### src/rtl/bridge_west_packer.sv
// bridge_west_packer: assembles NUM_INST*LANES stream words into one west-bank
// write vector, hands it off with valid/ready, and stalls after each tile of
// VECS_PER_TILE vectors until the consumer acknowledges the drain.
// Optional s_last consistency check: define BRIDGE_WEST_PACKER_LAST_CHECK_EN.
module bridge_west_packer #(
    parameter int unsigned NUM_INST      = 4,
    parameter int unsigned LANES         = 2,
    parameter int unsigned IN_WIDTH      = 64,
    parameter int unsigned VECS_PER_TILE = 8
) (
    input  logic                clk,
    input  logic                rst_n,
    input  logic                s_valid,
    output logic                s_ready,
    input  logic [IN_WIDTH-1:0] s_data,
    input  logic                s_last,
    output logic [IN_WIDTH-1:0] dout [NUM_INST][LANES],
    output logic                out_valid,
    input  logic                dst_ready,
    output logic                tile_done,
    input  logic                tile_ack,
    output logic [$clog2(VECS_PER_TILE+1)-1:0] vec_cnt,
    output logic                err_last
);

    localparam int unsigned WORDS  = NUM_INST * LANES;
    localparam int unsigned WIDX_W = (WORDS > 1) ? $clog2(WORDS) : 1;
    localparam int unsigned CNT_W  = $clog2(VECS_PER_TILE + 1);
    localparam logic [WIDX_W-1:0] LAST_IDX = WIDX_W'(WORDS - 1);
    localparam logic [CNT_W-1:0]  CNT_FULL = CNT_W'(VECS_PER_TILE);

    typedef enum logic [1:0] {StFill, StPresent, StWaitAck} state_e;

    state_e            st_q, st_d;
    logic [WIDX_W-1:0] widx_q, widx_d;
    logic [CNT_W-1:0]  cnt_q, cnt_d;
    logic              accept;

    // Word acceptance is gated only by state; s_ready additionally masks reset.
    assign accept  = s_valid && (st_q == StFill);
    assign vec_cnt = cnt_q;

    // Next-state, word index, tile counter and handshake outputs.
    always_comb begin
        st_d      = st_q;
        widx_d    = widx_q;
        cnt_d     = cnt_q;
        s_ready   = 1'b0;
        out_valid = 1'b0;
        tile_done = 1'b0;
        unique case (st_q)
            StFill: begin
                s_ready = rst_n;
                if (accept) begin
                    if (widx_q == LAST_IDX) begin
                        widx_d = '0;
                        st_d   = StPresent;
                    end else begin
                        widx_d = widx_q + 1'b1;
                    end
                end
            end
            StPresent: begin
                out_valid = 1'b1;
                if (dst_ready) begin
                    cnt_d = cnt_q + 1'b1;
                    st_d  = (cnt_d == CNT_FULL) ? StWaitAck : StFill;
                end
            end
            StWaitAck: begin
                tile_done = 1'b1;
                if (tile_ack) begin
                    cnt_d = '0;
                    st_d  = StFill;
                end
            end
            default: st_d = StFill;
        endcase
    end

    // State, word index and vector counter registers.
    always_ff @(posedge clk or negedge rst_n) begin
        if (!rst_n) begin
            st_q   <= StFill;
            widx_q <= '0;
            cnt_q  <= '0;
        end else begin
            st_q   <= st_d;
            widx_q <= widx_d;
            cnt_q  <= cnt_d;
        end
    end

    // Accepted words land directly in their output slot (instance-major, then lane).
    always_ff @(posedge clk or negedge rst_n) begin
        if (!rst_n) begin
            for (int i = 0; i < NUM_INST; i++) begin
                for (int j = 0; j < LANES; j++) begin
                    dout[i][j] <= '0;
                end
            end
        end else if (accept) begin
            for (int i = 0; i < NUM_INST; i++) begin
                for (int j = 0; j < LANES; j++) begin
                    if (widx_q == WIDX_W'(i * LANES + j)) begin
                        dout[i][j] <= s_data;
                    end
                end
            end
        end
    end

`ifdef BRIDGE_WEST_PACKER_LAST_CHECK_EN
    logic err_q;
    logic expected_last;

    assign expected_last = (widx_q == LAST_IDX) && (cnt_q == CNT_W'(VECS_PER_TILE - 1));
    assign err_last      = err_q;

    // Sticky flag: s_last must mark exactly the final word of a tile.
    always_ff @(posedge clk or negedge rst_n) begin
        if (!rst_n) begin
            err_q <= 1'b0;
        end else if (accept && (s_last != expected_last)) begin
            err_q <= 1'b1;
        end
    end
`else
    logic unused_s_last;

    assign unused_s_last = s_last;
    assign err_last      = 1'b0;
`endif

endmodule

### config.mk
export PLATFORM = sky130hd
export DESIGN_NAME = bridge_west_packer
export DESIGN_NICKNAME = d
export VERILOG_FILES = /design/src/rtl/bridge_west_packer.sv
export SDC_FILE = /design/constraint.sdc
export NUM_CORES = 1
export LEC_CHECK = 0
export CAP_MARGIN = 40
export CORE_AREA = 2 2 227 229
export DETAILED_ROUTE_END_ITERATION = 10
export DIE_AREA = 0 0 229 231
export GPL_TIMING_DRIVEN = 1
export MAX_ROUTING_LAYER = met4
export PLACE_DENSITY = 0.68
export SLEW_MARGIN = 20
export SYNTH_ARGS = -nofsm -noshare
export SYNTH_HDL_FRONTEND = slang
export SYNTH_SLANG_ARGS = --single-unit
### constraint.sdc
create_clock -name clk -period 2.1 [get_ports clk]
set_input_delay 0.315 -clock clk [delete_from_list [all_inputs] [get_ports clk]]
set_output_delay 0.315 -clock clk [all_outputs]
set_load 0.1 [all_outputs]
## Word-level counts from Yosys, hierarchy flattened

Cells that the tools add are included.

| cells by class | value |
|---|---|
| add/sub/neg operators | 2 |
| multipliers | 0 |
| div/mod/pow operators | 0 |
| order comparisons | 0 |
| eq/ne operators | 14 |
| shifts and indexed selects | 0 |
| muxes and demuxes | 13 |
| bitwise operators | 0 |
| reduce and logical (&&, ||, !) cells | 15 |

Operator list:

| cell | count |
|---|---|
| 2-bit AND reduction | 9 |
| 3-bit == test, second input constant | 4 |
| 2-bit 2-to-1 mux | 5 |
| 4-bit 2-to-1 mux | 2 |
| 4-bit case mux with 2 select lines | 1 |
| 3-bit by 2-bit == test with 1-bit output, second input constant | 2 |
| 2-bit inequality test, second input constant | 3 |
| 2-bit case mux with 3 select lines | 1 |
| 4-bit by 1-bit adder with 4-bit output, second input constant | 1 |
| 4-bit == test, second input constant | 1 |
| 4-bit AND reduction | 1 |
| 3-bit by 1-bit adder with 3-bit output, second input constant | 1 |
| 3-bit by 1-bit == test with 1-bit output, second input constant | 1 |
| 3-bit zero test | 1 |
| 1-bit 2-to-1 mux | 3 |
| 3-bit 2-to-1 mux | 1 |
| 3-bit AND reduction | 1 |
| 2-bit by 1-bit == test with 1-bit output, second input constant | 1 |
| 2-bit == test, second input constant | 1 |
| 2-bit zero test | 1 |
| 2-bit by 1-bit inequality test with 1-bit output, second input constant | 1 |
| 2-bit nonzero test | 1 |
| 1-bit logical AND | 1 |

| storage, ports and cells | value |
|---|---|
| bits in registers | 521 |
| bits in latches | 0 |
| memory bits (writable) | 0 |
| memory bits (read-only) | 0 |
| word-level logic and storage cells | 55 |
| memories kept | 0 |

## Depth between registers and ports, before layout

| depth | value |
|---|---|
| word-level depth | 5 |
| mapped depth | 7 |
| mapped depth without buffers | 5 |

## Worst setup path before layout

OpenSTA, ideal clock, no wires.

| timing | value |
|---|---|
| kind | reg2out |
| from | register st_q[0] |
| to | output port s_ready |
| data arrival time | 2.881 ns |
| setup slack | -1.096 ns |
| cell stages (with the launch flop) | 3 |
| cells stage by stage | dfrtp_1 -> clkbuf_1 -> nor3b_1 |

| between the ends | value |
|---|---|
| longest elaborated chain between the ends | 2 |

RTL lines:

| what | line | text |
|---|---|---|
| from (decl) | 34 | `state_e st_q, st_d;` |
| from (signal assigned) | 84 | `st_q <= StFill;` |
| from (signal assigned) | 88 | `st_q <= st_d;` |
| 2-bit zero test | 51 | `unique case (st_q)` |
| 1-bit 2-to-1 mux | 51 |  |
| to (decl) | 14 | `output logic s_ready,` |

Every way passes these cells.

## Worst setup path in the final report

Same ends and word-level chain as after synthesis.

==> results list <==
- The flow ran to the end, and the final reports show no timing, DRC or antenna violations.
* Net count, final: 1846
- Summing all multi-input logic gate instances after layout gives between 6000 and 7000 um^2.
- The number of clock buffers added by TritonCTS is 54.
- Total DRC errors in the routed layout: 0
* Final hold violation count: 0
- Hold is met by 268.2 ps.
- Distinct cell type count of the synthesized netlist: 36
- Crit path arrival time: 1690 ps
- Fillcell total: about 4300
- TritonCTS built the clock tree.
* Core area: around 50000 um^2
- Worst setup skew after layout: around 15 ps
- Total grt overflow: 0
- The clock net in this run drives a total of approximately 520 sinks.
- Max-slew headroom at the worst pin: roughly 42%
- Measured against the total synthesized area, the mux share comes to between 20 and 30%.
- After layout, the minimum clock period comes to 2002 ps.
- In this run the worst hold path is classified as input pin to async pin.
* Ratio of cells with drive above 1 in the final layout: roughly 63%
- # Max-Cap Violations: 0
- In the routed layout, each cell is associated on average with a via count of a little under 5.
- The worst setup path is launched from a register.
* Fraction of the yosys area taken by sequential cells: approximately two thirds
* Vias after detailed routing: between 10000 and 15000
- The congestion estimate from routability-driven global placement came to approximately 0.8.
- Post-synthesis instance total: 1148
- For this design the top-level I/O count stands at 590.
* Critical path start-end classification: register to primary output
- Clock-pin slew was measured on the worst setup and hold paths at roughly 60 ps.
* Die Outline Area: 52900 um^2
- DRT met1 WL: 22690 um
- Leaving out fill and tap cells, the most frequent cell in the layout is buf_4.
- Final number of setup-violating endpoints: 0
* Antenna violations before repair: 1
* Mapped Avg Cell Area: 17.10 um^2
- Top Layer Used: met4
- In this run the register-to-register setup slack is between 150 and 200 ps.
- The worst setup path is captured at a primary output.
- In the final routed layout, each cell accounts on average for ~22 um.
* Die H: between 200 and 250 um
- Flip-flop and latch area: 13040 um^2
- In this run, synthesis produced a sequential element count of approximately 520.
* Width of the die: around 230 um
* Detailed-routed wire length on met2: approximately 28000 um
- Overall Global Routing Usage: 21.42%
* Origin of the critical flop-to-flop path: st_q[1]$_DFFE_PN0P_
- Number of setup buffers added after CTS: 0
- Of the total synthesized cell area, the portion taken by full adders, half adders and majority gates is less than 1%.
- In the post-synthesis netlist, the biggest area contributors are dfrtp_1 (66%), mux2_2 (28%), mux2_1 (1.1%).
- The first global-routing pass estimated between 80000 and 90000 um of wire.
- Once detail routing completed, the nets flagged for antenna violations numbered 0.
- Cell area after synthesis: around 20000 um^2
- Dominant combinational cell family by area after synthesis: multiplexers
- Highest net fanout along the worst path: 11
- STA puts the critical path data required time at around 1800 ps.
- Relative to the synthesized area, the layout overhead comes to 38.01%.
- Cell at the root of the clock tree: clkbuf_16
* Leading cell types in the layout, fill and taps excluded: buf_4 (525), dfrtp_1 (520), mux2_2 (492), clkdlybuf4s50_1 (67), clkbuf_16 (57)
- Of the available clock period, the critical path in the final layout requires between 90 and 100%.
- Vias in the first global route: roughly 13000
- Entering global routing, the biggest net connects 161 pins.
- Once the floorplan was initialized, standard cells occupied about two fifths of the core.
- Area fraction in and, or, nand and nor cells after synthesis: roughly 1.1%
* Final wirelength: around 56000 um
- Count of yosys warnings during synthesis: 0
- The floorplan has between 80 and 90 rows.
- Measured in cells, the most critical reg-to-reg path has a length of 4.
- Worst-Margin Slew: 876.2 ps
- The worst register-to-register path ends at dout[450]$_DFFE_PN0P_.
- In this run the number of H-tree levels came out at 2.
- Violation count after the first detailed-route iteration: roughly 570
- Max Clock Freq: ~500 MHz
- Unrepaired setup endpoints after global routing: yes
- After synthesis, the largest area contributor takes up between 60% and 70% of total cell area.
- Drt pass-1 iters: 4
- The synthesized netlist devotes less than 1% of its cell area to compound gates.
- Number of buffers inserted by port buffering: just under 600
* Post-DP HPWL: 38460 um
- Post-Synthesis Net Count: around 1200
- Clock latency reported for the late side of the worst-skew pair: just under 600 ps
* Cell type with the largest total area after synthesis: dfrtp_1
- After Yosys synthesis, XOR and XNOR cells account for less than 1% of the synthesized area.
- The number of pins with negative max-slew slack in the final report came to 0.
- Counting along the longest clock path gives a buffer depth of 3.
- Wire segments on met3 add up to about 4000 um in the final route.
==> sequential cells by signal, indices dropped and copies added (netlist names) <==
name and cells:
widx_q 3, st_q 2, vec_cnt 4, dout 512
==> synth_stat cells (all sizes together) <==
master and instances:
a21o 1, a21oi 6, a311oi 1, and2 2
and3 1, and4 2, buf 54, clkbuf 2
conb 1, dfrtp 521, ha 8, inv 6
mux2 512, mux2i 1, nand2 5, nand3 2
nand3b 1, nand4 1, nand4bb 1, nor2 3
nor2b 3, nor3 2, nor3b 2, nor4b 1
o21ai 3, o2bb2ai 1, or2 1, or3 1
or3b 1, xnor2 2
==> how the worst max path moves through the flow <==
stage,start,end,slack [ps],depth (start not counted)
floorplan,st_q[0]$_DFFE_PN0P_,s_ready,-120,2
global placement,s_valid,dout[82]$_DFFE_PN0P_,-90,6
detailed placement,s_valid,dout[84]$_DFFE_PN0P_,-120,6
finish,st_q[0]$_DFFE_PN0P_,s_ready,100,3
CTS,st_q[0]$_DFFE_PN0P_,s_ready,20,3
global route,st_q[0]$_DFFE_PN0P_,out_valid,-5,3
==> stage by stage <==
stage	cells	TNS, ps	util (%)	cell area (um^2)	worst slack, ps
floorplan	1148	-117.9	-	19640	-117.9
global placement	2391	-14330	49.89	25280	-94.66
CTS	2487	0	53.43	27080	18.29
finish	2489	0	53.45	27090	97.66
global route	2488	-5.036	53.45	27090	-5.036
detailed placement	2391	-22350	49.89	25280	-123.2
==> cell families (layout without fill, tap and decap cells) <==
kind of cell / Yosys count / after routing
buffers and inverters: 62 / 721
multiplexers: 513 / 513
adder cells (fa/ha/maj): 8 / 8
flip-flops: 521 / 521
AND/OR/NAND/NOR: 29 / 29
other: 1 / 3
AO/OA/AOI/OAI: 12 / 12
XOR/XNOR: 2 / 2
==> worst max-delay path, stage by stage, from the launching register on <==
cell and delay, ps:
dfrtp_2 450, buf_4 200, nor3b_4 240, buf_12 210
==> cell type report <==
| type | instances | area share [%] |
|---|---|---|
| repair buffers | 620 | 19.04 |
| multi-input cells | 565 | 23.00 |
| clock inverters | 14 | 0.5820 |
| flip-flops and latches | 521 | 48.13 |
| diodes | 2 | 0.01847 |
| clock buffers | 81 | 6.004 |
| inverters | 6 | 0.08314 |
| well taps | 680 | 3.141 |
==> layer usage <==
metal | track usage (%) | vias to the layer above
met4 | 6.412 | 0
met3 | 6.250 | 108
met5 | - | -
met1 | 25.83 | 6386
li1 | - | 5306
met2 | 34.93 | 424
==> repair_timing <==
item / CTS / global route
endpoints found under the setup margin: 2 / 1
hold endpoints to repair: 206 / 0
gates resized for setup: 1 / 1
hold buffers: 1 / 0
Power is left out: the tool's default activity adds up to more than one toggle a clock period on the data nets, which glitch-free logic cannot reach.
